## src/rtl/rf_par_freq_drv.sv

```systemverilog
// rtl/rf_par_freq_drv.sv - parallel synthesiser-code writer fed by the RF control top's frequency output
//
// Turns each frequency request into code = floor(freq/10), range-checks it and
// writes it to the RF module's parallel port as setup / latch-enable / hold.
// A single pending slot absorbs requests that arrive during a write (latest wins).
//
// Ports:
//   clk, rst_n       clock, asynchronous active-low reset
//   i_rf_freq        16-bit requested frequency, valid with i_rf_freq_ctrl
//   i_rf_freq_ctrl   one-cycle request strobe
//   i_stop           level; aborts the current write and blocks requests
//   o_par_data       10-bit code driven to the RF module
//   o_par_le         latch enable, active high
//   o_busy           request captured and write not yet finished
//   o_done           pulse in the final hold cycle of a completed write
//   o_range_err      pulse when a captured code is outside CODE_MIN..CODE_MAX
//   o_overrun        pulse when a request replaces a still-pending one
//   o_wr_cnt         completed-write counter, wraps
module rf_par_freq_drv #(
    parameter int SETUP_CYC  = 20,
    parameter int STROBE_CYC = 10,
    parameter int HOLD_CYC   = 20,
    parameter int CODE_MIN   = 0,
    parameter int CODE_MAX   = 1000
) (
    input  logic        clk,
    input  logic        rst_n,
    input  logic [15:0] i_rf_freq,
    input  logic        i_rf_freq_ctrl,
    input  logic        i_stop,
    output logic [9:0]  o_par_data,
    output logic        o_par_le,
    output logic        o_busy,
    output logic        o_done,
    output logic        o_range_err,
    output logic        o_overrun,
    output logic [31:0] o_wr_cnt
);

    localparam logic [2:0] IDLE   = 3'd0;
    localparam logic [2:0] CALC   = 3'd1;
    localparam logic [2:0] SETUP  = 3'd2;
    localparam logic [2:0] STROBE = 3'd3;
    localparam logic [2:0] HOLD   = 3'd4;

    logic [2:0]  state, state_nxt;
    logic [31:0] cnt, cnt_nxt;
    logic        slot_full;
    logic [15:0] slot_freq;
    logic [9:0]  code_reg;
    logic        err_reg;

    logic [15:0] cap_freq;
    logic [15:0] cap_quo;
    logic        cap_in_range;
    logic        capture;
    logic        final_hold_nxt;

    // A full pending slot always wins over a fresh strobe in IDLE.
    assign cap_freq = slot_full ? slot_freq : i_rf_freq;
    assign cap_quo  = cap_freq / 16'd10;
    // Lower bound written as quo+1 > MIN so a zero minimum stays a real compare.
    assign cap_in_range = (({1'b0, cap_quo} + 17'd1) > 17'(CODE_MIN)) &&
                          (cap_quo <= 16'(CODE_MAX));

    assign capture = !i_stop && (state == IDLE) && (slot_full || i_rf_freq_ctrl);
    assign o_busy  = (state != IDLE);

    always_comb begin
        state_nxt = state;
        cnt_nxt   = cnt;
        if (i_stop) begin
            state_nxt = IDLE;
            cnt_nxt   = 32'd0;
        end else begin
            case (state)
                IDLE: begin
                    cnt_nxt = 32'd0;
                    if (capture) state_nxt = CALC;
                end
                CALC: begin
                    cnt_nxt   = 32'd0;
                    state_nxt = err_reg ? IDLE : SETUP;
                end
                SETUP: begin
                    if (cnt == 32'(SETUP_CYC - 1)) begin
                        state_nxt = STROBE;
                        cnt_nxt   = 32'd0;
                    end else begin
                        cnt_nxt = cnt + 32'd1;
                    end
                end
                STROBE: begin
                    if (cnt == 32'(STROBE_CYC - 1)) begin
                        state_nxt = HOLD;
                        cnt_nxt   = 32'd0;
                    end else begin
                        cnt_nxt = cnt + 32'd1;
                    end
                end
                HOLD: begin
                    if (cnt == 32'(HOLD_CYC - 1)) begin
                        state_nxt = IDLE;
                        cnt_nxt   = 32'd0;
                    end else begin
                        cnt_nxt = cnt + 32'd1;
                    end
                end
                default: begin
                    state_nxt = IDLE;
                    cnt_nxt   = 32'd0;
                end
            endcase
        end
    end

    // o_done and the counter are registered from the next state so they are
    // visible during the final hold cycle itself.
    assign final_hold_nxt = (state_nxt == HOLD) && (cnt_nxt == 32'(HOLD_CYC - 1));

    always_ff @(posedge clk or negedge rst_n) begin
        if (!rst_n) begin
            state       <= IDLE;
            cnt         <= 32'd0;
            slot_full   <= 1'b0;
            slot_freq   <= 16'd0;
            code_reg    <= 10'd0;
            err_reg     <= 1'b0;
            o_par_data  <= 10'd0;
            o_par_le    <= 1'b0;
            o_done      <= 1'b0;
            o_range_err <= 1'b0;
            o_overrun   <= 1'b0;
            o_wr_cnt    <= 32'd0;
        end else begin
            state       <= state_nxt;
            cnt         <= cnt_nxt;
            o_par_le    <= (state_nxt == STROBE);
            o_done      <= final_hold_nxt;
            o_range_err <= 1'b0;
            o_overrun   <= 1'b0;

            if (final_hold_nxt) o_wr_cnt <= o_wr_cnt + 32'd1;

            // Code and range flag are settled at capture so the error pulse
            // lands in the CALC cycle.
            if (capture) begin
                code_reg    <= cap_quo[9:0];
                err_reg     <= !cap_in_range;
                o_range_err <= !cap_in_range;
            end

            if (!i_stop && state == CALC && !err_reg) o_par_data <= code_reg;

            if (i_stop) begin
                slot_full <= 1'b0;
            end else if (state == IDLE) begin
                // Slot drained this cycle; a coincident strobe refills it.
                if (slot_full) begin
                    slot_full <= i_rf_freq_ctrl;
                    if (i_rf_freq_ctrl) slot_freq <= i_rf_freq;
                end
            end else if (i_rf_freq_ctrl) begin
                slot_freq <= i_rf_freq;
                slot_full <= 1'b1;
                o_overrun <= slot_full;
            end
        end
    end

endmodule
```

## config.mk

```make
export PLATFORM = sky130hd
export DESIGN_NAME = rf_par_freq_drv
export DESIGN_NICKNAME = d
export VERILOG_FILES = /design/src/rtl/rf_par_freq_drv.sv
export SDC_FILE = /design/constraint.sdc
export NUM_CORES = 1
export LEC_CHECK = 0
export BUFFER_PORTS_ARGS = -buffer_cell sky130_fd_sc_hd__buf_2
export CAP_MARGIN = 5
export CORE_MARGIN = 8
export CORE_UTILIZATION = 45
export DETAILED_ROUTE_END_ITERATION = 7
export PLACE_DENSITY = 0.7
export SLEW_MARGIN = 25
export SYNTH_ARGS = -nofsm -noshare
export SYNTH_HDL_FRONTEND = slang
export SYNTH_SLANG_ARGS = --single-unit
```

## constraint.sdc

```tcl
create_clock -name clk -period 4.8 [get_ports clk]
set_input_delay 0.48 -clock clk [delete_from_list [all_inputs] [get_ports clk]]
set_output_delay 0.48 -clock clk [all_outputs]
set_load 0.01 [all_outputs]
```

==> results.yml, run 1 <==
layout:
  syn_to_final_growth_pct: 25.16
  drive_gt1_share_pct: 31.48
  multi_input_area_mm2: 0.004617
  final_util_pct: 57.38
  seqCellArea_mm2: 0.002704
  final_common_cell: "dfrtp_1"
  nets: 952
  fillers: 1360
  final_cell_area_mm2: 0.009081
  antenna_cells: 0
  biggestRegsByFlops: "cnt x32, o_wr_cnt x32, slot_freq x15"
  layout_common_cells: "dfrtp_1 (107), buf_4 (92), nor2_1 (86)"
yosys:
  syn_area_mm2: 0.007256
  synth-edff-count: 0
  yosysUniqueCellTypes: 89
  ys_seq_area_share_pct: 37.25
  syn_area_per_cell_um2: 9.150
  netlist_instances: 793
  synth_fp_nets: 816
  async_reset_ff_share_pct: 100.0
  ys_ff_latch: 108
  ys.flop_type: "dfrtp_1"
  ys_warn_count: 0
sta:
  hold_viol_final: 0
  rsz0062_at_grt: "true"
  finClkSkew_ns: 0.01242
  slew_violations: 0
  final.min_clock_period_ns: 4.718
  tightest_slew_ns: 0.8888
  fin_crit_sh_pct: 98.29
  tns_ns: 0
  setup_viol: 0
  fmax_ghz: 0.2120
  relSlewSlack_pct: 40.74
power:
  p_sw_share_pct: 39.51
  p_int_mw: 2.323
  ir_drop_uv: 322.3
  p_sw_mw: 1.517
  power.share.clock_pct: 20.2
  power.density_mw_per_mm2: 422.9
  leakagePower_nw: 3.916
  pwr-share-seq_pct: 30.3
  p_comb_share_pct: 49.5
  p_total_mw: 3.841
setup_path:
  arrival_ns: 4.98
  cpPeakStageDelay_ns: 0.47
  path_cells: "buf_12 -> mux2_4 -> maj3_2 -> a211oi_4 -> nor2_4 -> nand4_1 -> o2111ai_1 -> o22a_2 -> buf_4 -> a211oi_4 -> o2111a_1 -> nor2_2 -> buf_4 -> or3_1 -> nand3_2 -> mux2i_2 -> o311ai_1 -> o31ai_1"
  cp.required_ns: 5.06
  cp_slowest_cell: "dfrtp_2"
  path_buf_inv: 3
  crit_family: "compound AO/OA/AOI/OAI gates"
  startpoint_type: "flip-flop"
  r2r-end: "code_reg[0]$_DFFE_PN0P_"
  crit_path_end_kind: "flip-flop"
  crit_type: "reg -> reg"
  r2r_setup_slack_ns: 0.08
  r2r_start: "slot_full$_DFFE_PN0P_"
  worstPathMaxFanout: 8
  r2r_cells: 18
route:
  dr_total_vias: 6708
  drc_errors: 0
  routed_wl_um: 19350
  viasPerCell: 5.833
  first_pass_iters: 5
  antenna_left: 0
  drtIter0Drc: 556
  avgRoutedWirePerCell_um: 16.83
die:
  io_pins: 67
  fp.coreArea_mm2: 0.01583
  rows: 46
  start_util_pct: 45.84
  die_w_um: 143.0
  die-area_mm2: 0.02044
  dieHeight_um: 143.0
clocking:
  clock_sinks: 108
  numCtsBuffers: 9
  cts_tree: "done"
  cts-root-buf: "clkbuf_16"
  htreeDepth: 3
  clockBufferDepth: 2
  ctsHoldBuffers: 0
  clk_pin_slew_ns: 0.08
  clkLatencyLatePin_ns: 0.36
min_path:
  hp-class: "in -> async"
grt:
  grt_util_all_layers_pct: 18.57
  grt_pass1_wl_um: 31050
  grt_max_degree: 60
  antenna_found_initial: 0
  grt_pass1_vias: 6214
  grt_overflow_total: 0
place:
  dp_hpwl_um: 13370
  place_area_mm2: 0.008290
  gp_congestion: 0.9076
  portBuffers: 65
outcome:
  status: "finished clean"
job:
  drv_cap: 0
[through the flow]
| stage | cells | hold slack, ns | worst slack (ns) |
|---|---|---|---|
| final | 1150 | 0.1735 | 0.08205 |
| after global routing | 1150 | 0.2462 | -0.07909 |
| after CTS | 1134 | 0.2089 | 0.08936 |
| after detailed placement | 1118 | 0.4548 | 0.1204 |
| after global placement | 1118 | 0.4512 | 0.1354 |
| after floorplan | 793 | 0.1844 | 0.4355 |
[Yosys cell counts (4+ instances only)]
master,instances,area (µm²)
mux2_2,38,427.9
a21oi_1,32,160.2
o21ai_0,30,150.1
xnor2_1,37,324.1
o221ai_1,5,43.79
nand2b_1,4,25.02
dfrtp_1,108,2703
nand2_1,85,319.1
nand4_1,16,100.1
nor2_1,88,330.3
a21o_1,5,37.54
o211ai_1,10,75.07
inv_1,8,30.03
a211oi_1,8,60.06
nor2b_1,4,25.02
buf_2,5,25.02
a31oi_1,11,68.82
or3_1,9,56.30
a32oi_1,5,43.79
nand3_1,37,185.2
o31ai_1,4,30.03
xor2_1,34,297.8
clkbuf_1,22,82.58
mux2i_1,16,160.2
nor4_1,10,62.56
buf_6,9,101.4
o22ai_1,5,31.28
and3_1,24,150.1
o2111ai_1,4,35.03
nor3_1,19,95.09
[cell type report]
type	count	area share, %
multi-input combinational	637	50.84
clock inverter	7	0.9782
tap	216	2.976
sequential	108	29.77
clock buffer	9	2.480
timing repair buffer	165	12.62
inverter	8	0.3307
[logic make-up (layout without fill, tap and decap cells)]
group,after synthesis,in the layout,synth area share (%)
AOI/OAI and AO/OA,177,177,18.33
xor gates and xnor gates,71,71,8.570
adders and majority gates,5,5,0.8278
buffers and inverters,49,189,3.708
DFF,108,108,37.25
muxes,61,62,9.450
and+or+nand+nor,322,322,21.87
[power by group through the flow]
stage	sequential, mW	combinational [mW]	clock (mW)
final	1.16	1.90	0.776
after global routing	1.18	2.05	0.825
after CTS	1.15	1.65	0.792
after detailed placement	1.17	1.64	0
after global placement	1.16	1.63	0
after floorplan	1.17	1.05	0
[layer usage]
metal | routed length, µm | vias up | GRT usage, %
met2 | 9357 | 223 | 30.27
met3 | 1074 | 37 | 2.738
met5 | 0 | - | 0
li1 | - | 3212 | -
met4 | 360 | 0 | 6.208
met1 | 8558 | 3236 | 24.68
[worst max-delay path by stage]
stage                          start                 endpoint  slack, ns  cells after the start
2_1_floorplan  slot_full$_DFFE_PN0P_      err_reg$_DFFE_PN0P_       0.44                     18
3_3_place_gp   slot_full$_DFFE_PN0P_  code_reg[0]$_DFFE_PN0P_       0.14                     20
3_5_place_dp   slot_full$_DFFE_PN0P_      err_reg$_DFFE_PN0P_       0.12                     17
4_1_cts        slot_full$_DFFE_PN0P_      err_reg$_DFFE_PN0P_       0.09                     18
5_1_grt        slot_full$_DFFE_PN0P_  code_reg[0]$_DFFE_PN0P_      -0.08                     21
6_report       slot_full$_DFFE_PN0P_  code_reg[0]$_DFFE_PN0P_       0.08                     18
[what timing repair did]
action / CTS / global route
endpoints found under the setup margin: 0 / 4
gates resized for setup: 0 / 64
setup buffers: 0 / 13
(Power assumes the default switching activity.)
==> inputs of run 2 (changes only) <==
--- a/config.mk
+++ b/config.mk
@@ -5,12 +5,14 @@
 export SDC_FILE = /design/constraint.sdc
 export NUM_CORES = 1
 export LEC_CHECK = 0
+export ABC_AREA = 0
 export BUFFER_PORTS_ARGS = -buffer_cell sky130_fd_sc_hd__buf_2
 export CAP_MARGIN = 5
 export CORE_MARGIN = 8
 export CORE_UTILIZATION = 45
 export DETAILED_ROUTE_END_ITERATION = 7
 export PLACE_DENSITY = 0.7
+export RECOVER_POWER = 50
 export SLEW_MARGIN = 25
 export SYNTH_ARGS = -nofsm -noshare
 export SYNTH_HDL_FRONTEND = slang
==> run 2 against run 1 <==
Effect of this change:
- the run now ends with capacitance limit, slew limit left
- wire length down 0.44%
- clock power about the same
- total power down 0.39%
- via count down 0.16%
- global-route usage unchanged
- sequential power about the same
- largest cell class unchanged
- fmax up 0.12%
- critical path type unchanged
- clock skew down 0.00064 ns
- worst setup slack better by 0.0056 ns
- sequential share of layout area up 0.21 points
==> results.yml, run 2 (synthesized netlist as in run 1, its figures left out) <==
layout:
  drive_gt1_share_pct: 26.45
  final_common_cell: "dfrtp_1"
  layout_common_cells: "dfrtp_1 (107), buf_4 (90), nor2_1 (86)"
  final_cell_area_mm2: 0.009017
  finalNonFillerCells: 1150
  nets: 952
  antenna_cells: 0
  syn_to_final_growth_pct: 24.28
  biggestRegsByFlops: "cnt x32, o_wr_cnt x32, slot_freq x15"
sta:
  tightest_slew_ns: 3.044
  slew_violations: 60
  fmax_ghz: 0.2122
  final.min_clock_period_ns: 4.712
  layout_setup_ws_ns: 0.08765
  finClkSkew_ns: 0.01178
  rsz0062_at_grt: "true"
  relSlewSlack_pct: -102.9
  hold_slack_ns: 0.3765
  fin_crit_sh_pct: 98.17
  setup_viol: 0
  hold_viol_final: 0
clocking:
  clk_pin_slew_ns: 0.09
  cts-root-buf: "clkbuf_16"
  htreeDepth: 3
  clockBufferDepth: 2
  ctsHoldBuffers: 0
  cts_tree: "done"
  clock_sinks: 108
  clkLatencyLatePin_ns: 0.36
  numCtsBuffers: 9
setup_path:
  arrival_ns: 4.97
  startpoint_type: "flip-flop"
  r2r-end: "code_reg[0]$_DFFE_PN0P_"
  critical_path.endpoint: "code_reg[0]$_DFFE_PN0P_"
  worstPathMaxFanout: 8
  r2r_start: "slot_full$_DFFE_PN0P_"
  crit_type: "reg -> reg"
  r2r_setup_slack_ns: 0.09
  cp.required_ns: 5.06
  cp-startpoint: "slot_full$_DFFE_PN0P_"
  crit_path_end_kind: "flip-flop"
  r2r_cells: 21
die:
  start_util_pct: 45.84
  fp.coreArea_mm2: 0.01583
  rows: 46
  dieHeight_um: 143.0
  die_w_um: 143.0
  io_pins: 67
  die-area_mm2: 0.02044
place:
  dp_hpwl_um: 13370
  portBuffers: 65
  dp_slack_ns: 0.1204
  place_area_mm2: 0.008290
  numPlacedInstances: 1118
  gp_congestion: 0.9076
route:
  dr_total_vias: 6697
  routed_wl_um: 19270
  drtIter0Drc: 551
  viasPerCell: 5.823
  avgRoutedWirePerCell_um: 16.75
  antenna_left: 0
  drc_errors: 0
  first_pass_iters: 5
grt:
  grt_pass1_vias: 6214
  grt_util_all_layers_pct: 18.57
  antenna_found_initial: 0
  grt_max_degree: 60
  grt_overflow_total: 0
  grt_pass1_wl_um: 31050
min_path:
  hp-class: "in -> reg"
power:
  power.density_mw_per_mm2: 424.2
  p_total_mw: 3.825
  ir_drop_uv: 321.5
  leakagePower_nw: 3.727
outcome:
  status: "complete, but fails checks"
  violations: "capacitance limit, slew limit"
job:
  drv_cap: 1
run 2: cell types whose count changed in the layout (fill, tap and decap cells not counted):
cell / before / now
buf_2: 65 / 19
buf_4: 92 / 90
clkbuf_1: 0 / 47
clkbuf_2: 0 / 1
run 2: cell type report:
type / instances / area, µm²
clock inverter: 7 / 88.84
clock buffer: 9 / 225.2
sequential: 108 / 2704
tap: 216 / 270.3
timing repair buffer: 165 / 1082
multi-input combinational: 637 / 4617
fill: 1378 / 6810
inverter: 8 / 30.03
run 2: report_power, final:
group	internal [mW]	switching (mW)	leakage, nW	total (mW)
logic	0.875	1.01	2.15	1.89
clock network	0.377	0.397	0.152	0.774
registers	1.06	0.104	1.43	1.16
total	2.31	1.51	3.73	3.83
run 2: worst min path at each step:
stage                             startpoint                        end  slack (ns)  cells past startpoint
finish                         i_rf_freq[10]  slot_freq[10]$_DFFE_PN0P_        0.38                      2
global placement    o_wr_cnt[31]$_DFFE_PN0P_   o_wr_cnt[31]$_DFFE_PN0P_        0.45                      1
detailed placement  o_wr_cnt[31]$_DFFE_PN0P_   o_wr_cnt[31]$_DFFE_PN0P_        0.45                      1
floorplan                              rst_n           cnt[0]$_DFF_PN0_        0.18                      0
global route                    i_rf_freq[1]   slot_freq[1]$_DFFE_PN0P_        0.38                      2
CTS                                    rst_n   o_wr_cnt[27]$_DFFE_PN0P_        0.21                      1
run 2: metrics by stage:
stage | utilization (%) | TNS, ns
2_1_floorplan | - | 0
3_3_place_gp | 52.38 | 0
3_5_place_dp | 52.38 | 0
4_1_cts | 54.36 | 0
5_1_grt | 56.97 | -0.2125
6_report | 56.97 | 0
run 2: metal layers:
layer	up-vias	track usage [%]	wire (µm)
met2	243	30.27	9337
li1	3215	-	-
met3	35	2.738	1197
met1	3204	24.68	8364
met4	0	6.208	366
met5	-	0	0
run 2: worst max-delay path, stage by stage (launching register included):
cell and delay, ns:
dfrtp_2 0.47, buf_12 0.17, mux2i_4 0.19, buf_6 0.15
a2111oi_2 0.35, buf_4 0.18, a21o_1 0.18, nor3_4 0.11
buf_4 0.16, o2111ai_2 0.08, o311ai_4 0.15, o22a_2 0.28
buf_4 0.17, a211oi_4 0.29, o2111a_1 0.28, nor2_2 0.07
buf_4 0.17, or3_1 0.38, nand3_2 0.11, mux2i_2 0.30
o311ai_1 0.11, o31ai_1 0.28
run 2: what timing repair did:
action	CTS	global route
endpoints found under the setup margin	0	4
hold endpoints to repair	0	0
gates resized for setup	0	64
setup buffers	0	13
==> inputs of run 3 (changes only) <==
==> constraint.sdc (replaced) <==
create_clock -name clk -period 4.6 [get_ports clk]
set_input_delay 0.46 -clock clk [delete_from_list [all_inputs] [get_ports clk]]
set_output_delay 0.46 -clock clk [all_outputs]
set_load 0.01 [all_outputs]
==> run 3 against run 2 <==
Effect of this change:
- the flow finishes with violations (capacitance limit, slew limit, setup timing)
- clock power rose by 5.8%
- total power rose by 10%
- sequential power rose by 3%
- sequential share of layout area fell by 0.72 points
- die area did not move
- non-clock buffer count rose by 27
- worst hold slack got worse by 0.039 ns
- register-to-register slack got worse by 0.27 ns
- core utilization rose by 1.4 points
- via count fell by 0.40%
==> results.yml, run 3 (synthesized netlist as in run 1, its figures left out) <==
outcome:
  status: "complete, but fails checks"
  violations: "capacitance limit, slew limit, setup timing"
route:
  dr_total_vias: 6670
  drc_errors: 0
  routed_wl_um: 19440
  viasPerCell: 5.672
  antenna_left: 0
  avgRoutedWirePerCell_um: 16.53
  first_pass_iters: 5
  drtIter0Drc: 564
layout:
  final_common_cell: "buf_4"
  layout_common_cells: "buf_4 (121), dfrtp_1 (108), nor2_1 (86)"
  final_util_pct: 58.35
  biggestRegsByFlops: "cnt x32, o_wr_cnt x32, slot_freq x15"
  drive_gt1_share_pct: 31.77
  nets: 978
  antenna_cells: 0
  syn_to_final_growth_pct: 27.28
clocking:
  numCtsBuffers: 9
  clock_sinks: 108
  cts_tree: "done"
  clockBufferDepth: 2
  clk_pin_slew_ns: 0.09
  clkLatencyLatePin_ns: 0.37
  cts-root-buf: "clkbuf_16"
  htreeDepth: 3
  ctsHoldBuffers: 0
place:
  portBuffers: 65
  dp_hpwl_um: 13740
  dp_slack_ns: -0.09967
  gp_congestion: 0.9306
setup_path:
  startpoint_type: "flip-flop"
  crit_type: "reg -> reg"
  crit_path_end_kind: "flip-flop"
  path_cells: "buf_12 -> mux2_4 -> maj3_2 -> a211oi_4 -> nor2_4 -> buf_4 -> o311a_4 -> o32ai_4 -> o22ai_2 -> a211oi_4 -> o2111a_1 -> nor2_4 -> buf_6 -> or3_4 -> nand3_2 -> mux2i_2 -> o311ai_1 -> o31ai_1"
  cp.required_ns: 4.86
  path_buf_inv: 3
  cp_slowest_cell: "dfrtp_1"
  cpPeakStageDelay_ns: 0.41
  crit_family: "compound AO/OA/AOI/OAI gates"
  worstPathMaxFanout: 11
  arrival_ns: 5.04
sta:
  fmax_ghz: 0.2091
  tightest_slew_ns: 4.003
  relSlewSlack_pct: -166.8
  final.min_clock_period_ns: 4.784
  setup_viol: 4
  layout_setup_ws_ns: -0.1835
  fin_crit_sh_pct: 104.0
  slew_violations: 78
  hold_viol_final: 0
  finClkSkew_ns: 0.01277
  rsz0062_at_grt: "true"
die:
  fp.coreArea_mm2: 0.01583
  dieHeight_um: 143.0
  die_w_um: 143.0
  die-area_mm2: 0.02044
  io_pins: 67
  start_util_pct: 45.84
  rows: 46
job:
  drv_cap: 1
power:
  power.density_mw_per_mm2: 455.6
  leakagePower_nw: 3.956
  ir_drop_uv: 377.4
min_path:
  hp-class: "in -> reg"
grt:
  grt_pass1_vias: 6287
  grt_max_degree: 78
  grt_overflow_total: 0
  grt_pass1_wl_um: 31460
  antenna_found_initial: 0
  grt_util_all_layers_pct: 19.09
run 3: power by group:
group          switching, mW  internal, mW
Sequential             0.100          1.10
Combinational           1.14          1.05
Clock                  0.423         0.396
run 3: worst register-to-register path: cells and delay by family (launching register included):
kind	cells	cell delay (ns)
AOI/OAI and AO/OA	8	2.15
adders and majority gates	1	0.36
buffers and inverters	3	0.46
DFF	1	0.41
muxes	2	0.64
and+or+nand+nor	4	0.66
run 3: path summary, 6_finish.rpt:
kind	start	to	slack, ns	depth (start not counted)
worst max-delay path	slot_full$_DFFE_PN0P_	code_reg[0]$_DFFE_PN0P_	-0.18	18
worst min-delay path	i_rf_freq[1]	slot_freq[1]$_DFFE_PN0P_	0.34	2
worst max register to register	slot_full$_DFFE_PN0P_	code_reg[0]$_DFFE_PN0P_	-0.18	18
min in group asynchronous	rst_n	o_wr_cnt[27]$_DFFE_PN0P_	1.48	1
worst min register to register	o_wr_cnt[31]$_DFFE_PN0P_	o_wr_cnt[31]$_DFFE_PN0P_	0.47	1
max in group asynchronous	rst_n	slot_freq[11]$_DFFE_PN0P_	0.82	2
run 3: final cells by class:
class                   count  area [µm²]
fillers                  1394        6593
multi-input cells         636        4621
flip-flops and latches    108        2703
repair buffers            192        1297
well taps                 216       270.3
clock buffers               9       225.2
clock inverters             7       88.84
inverters                   8       30.03
run 3: through the flow:
step	setup TNS, ns	cell area (µm²)	hold WS (ns)	power (mW)	cells
detailed placement	-0.2953	8508	0.4565	3.031	1147
finish	-0.5730	9235	0.3375	4.208	1176
floorplan	0	7256	0.1644	2.313	793
CTS	-0.004812	8939	0.2792	3.940	1169
global route	-5.889	9235	0.3305	4.442	1176
global placement	-0.1748	8508	0.4512	3.005	1147
run 3: timing repair:
action                                  CTS  global route
gates cloned                              0             0
pin swaps                                 7            38
setup buffers                             6             8
resized for setup                        13            51
endpoints found under the setup margin    4             4
run 3: routing by layer:
layer / global-route usage (%) / up-vias / wire length (µm)
met5: 0 / - / 0
li1: - / 3258 / -
met4: 6.935 / 0 / 399
met1: 25.13 / 3209 / 8618
met3: 2.471 / 35 / 864
met2: 31.42 / 168 / 9552
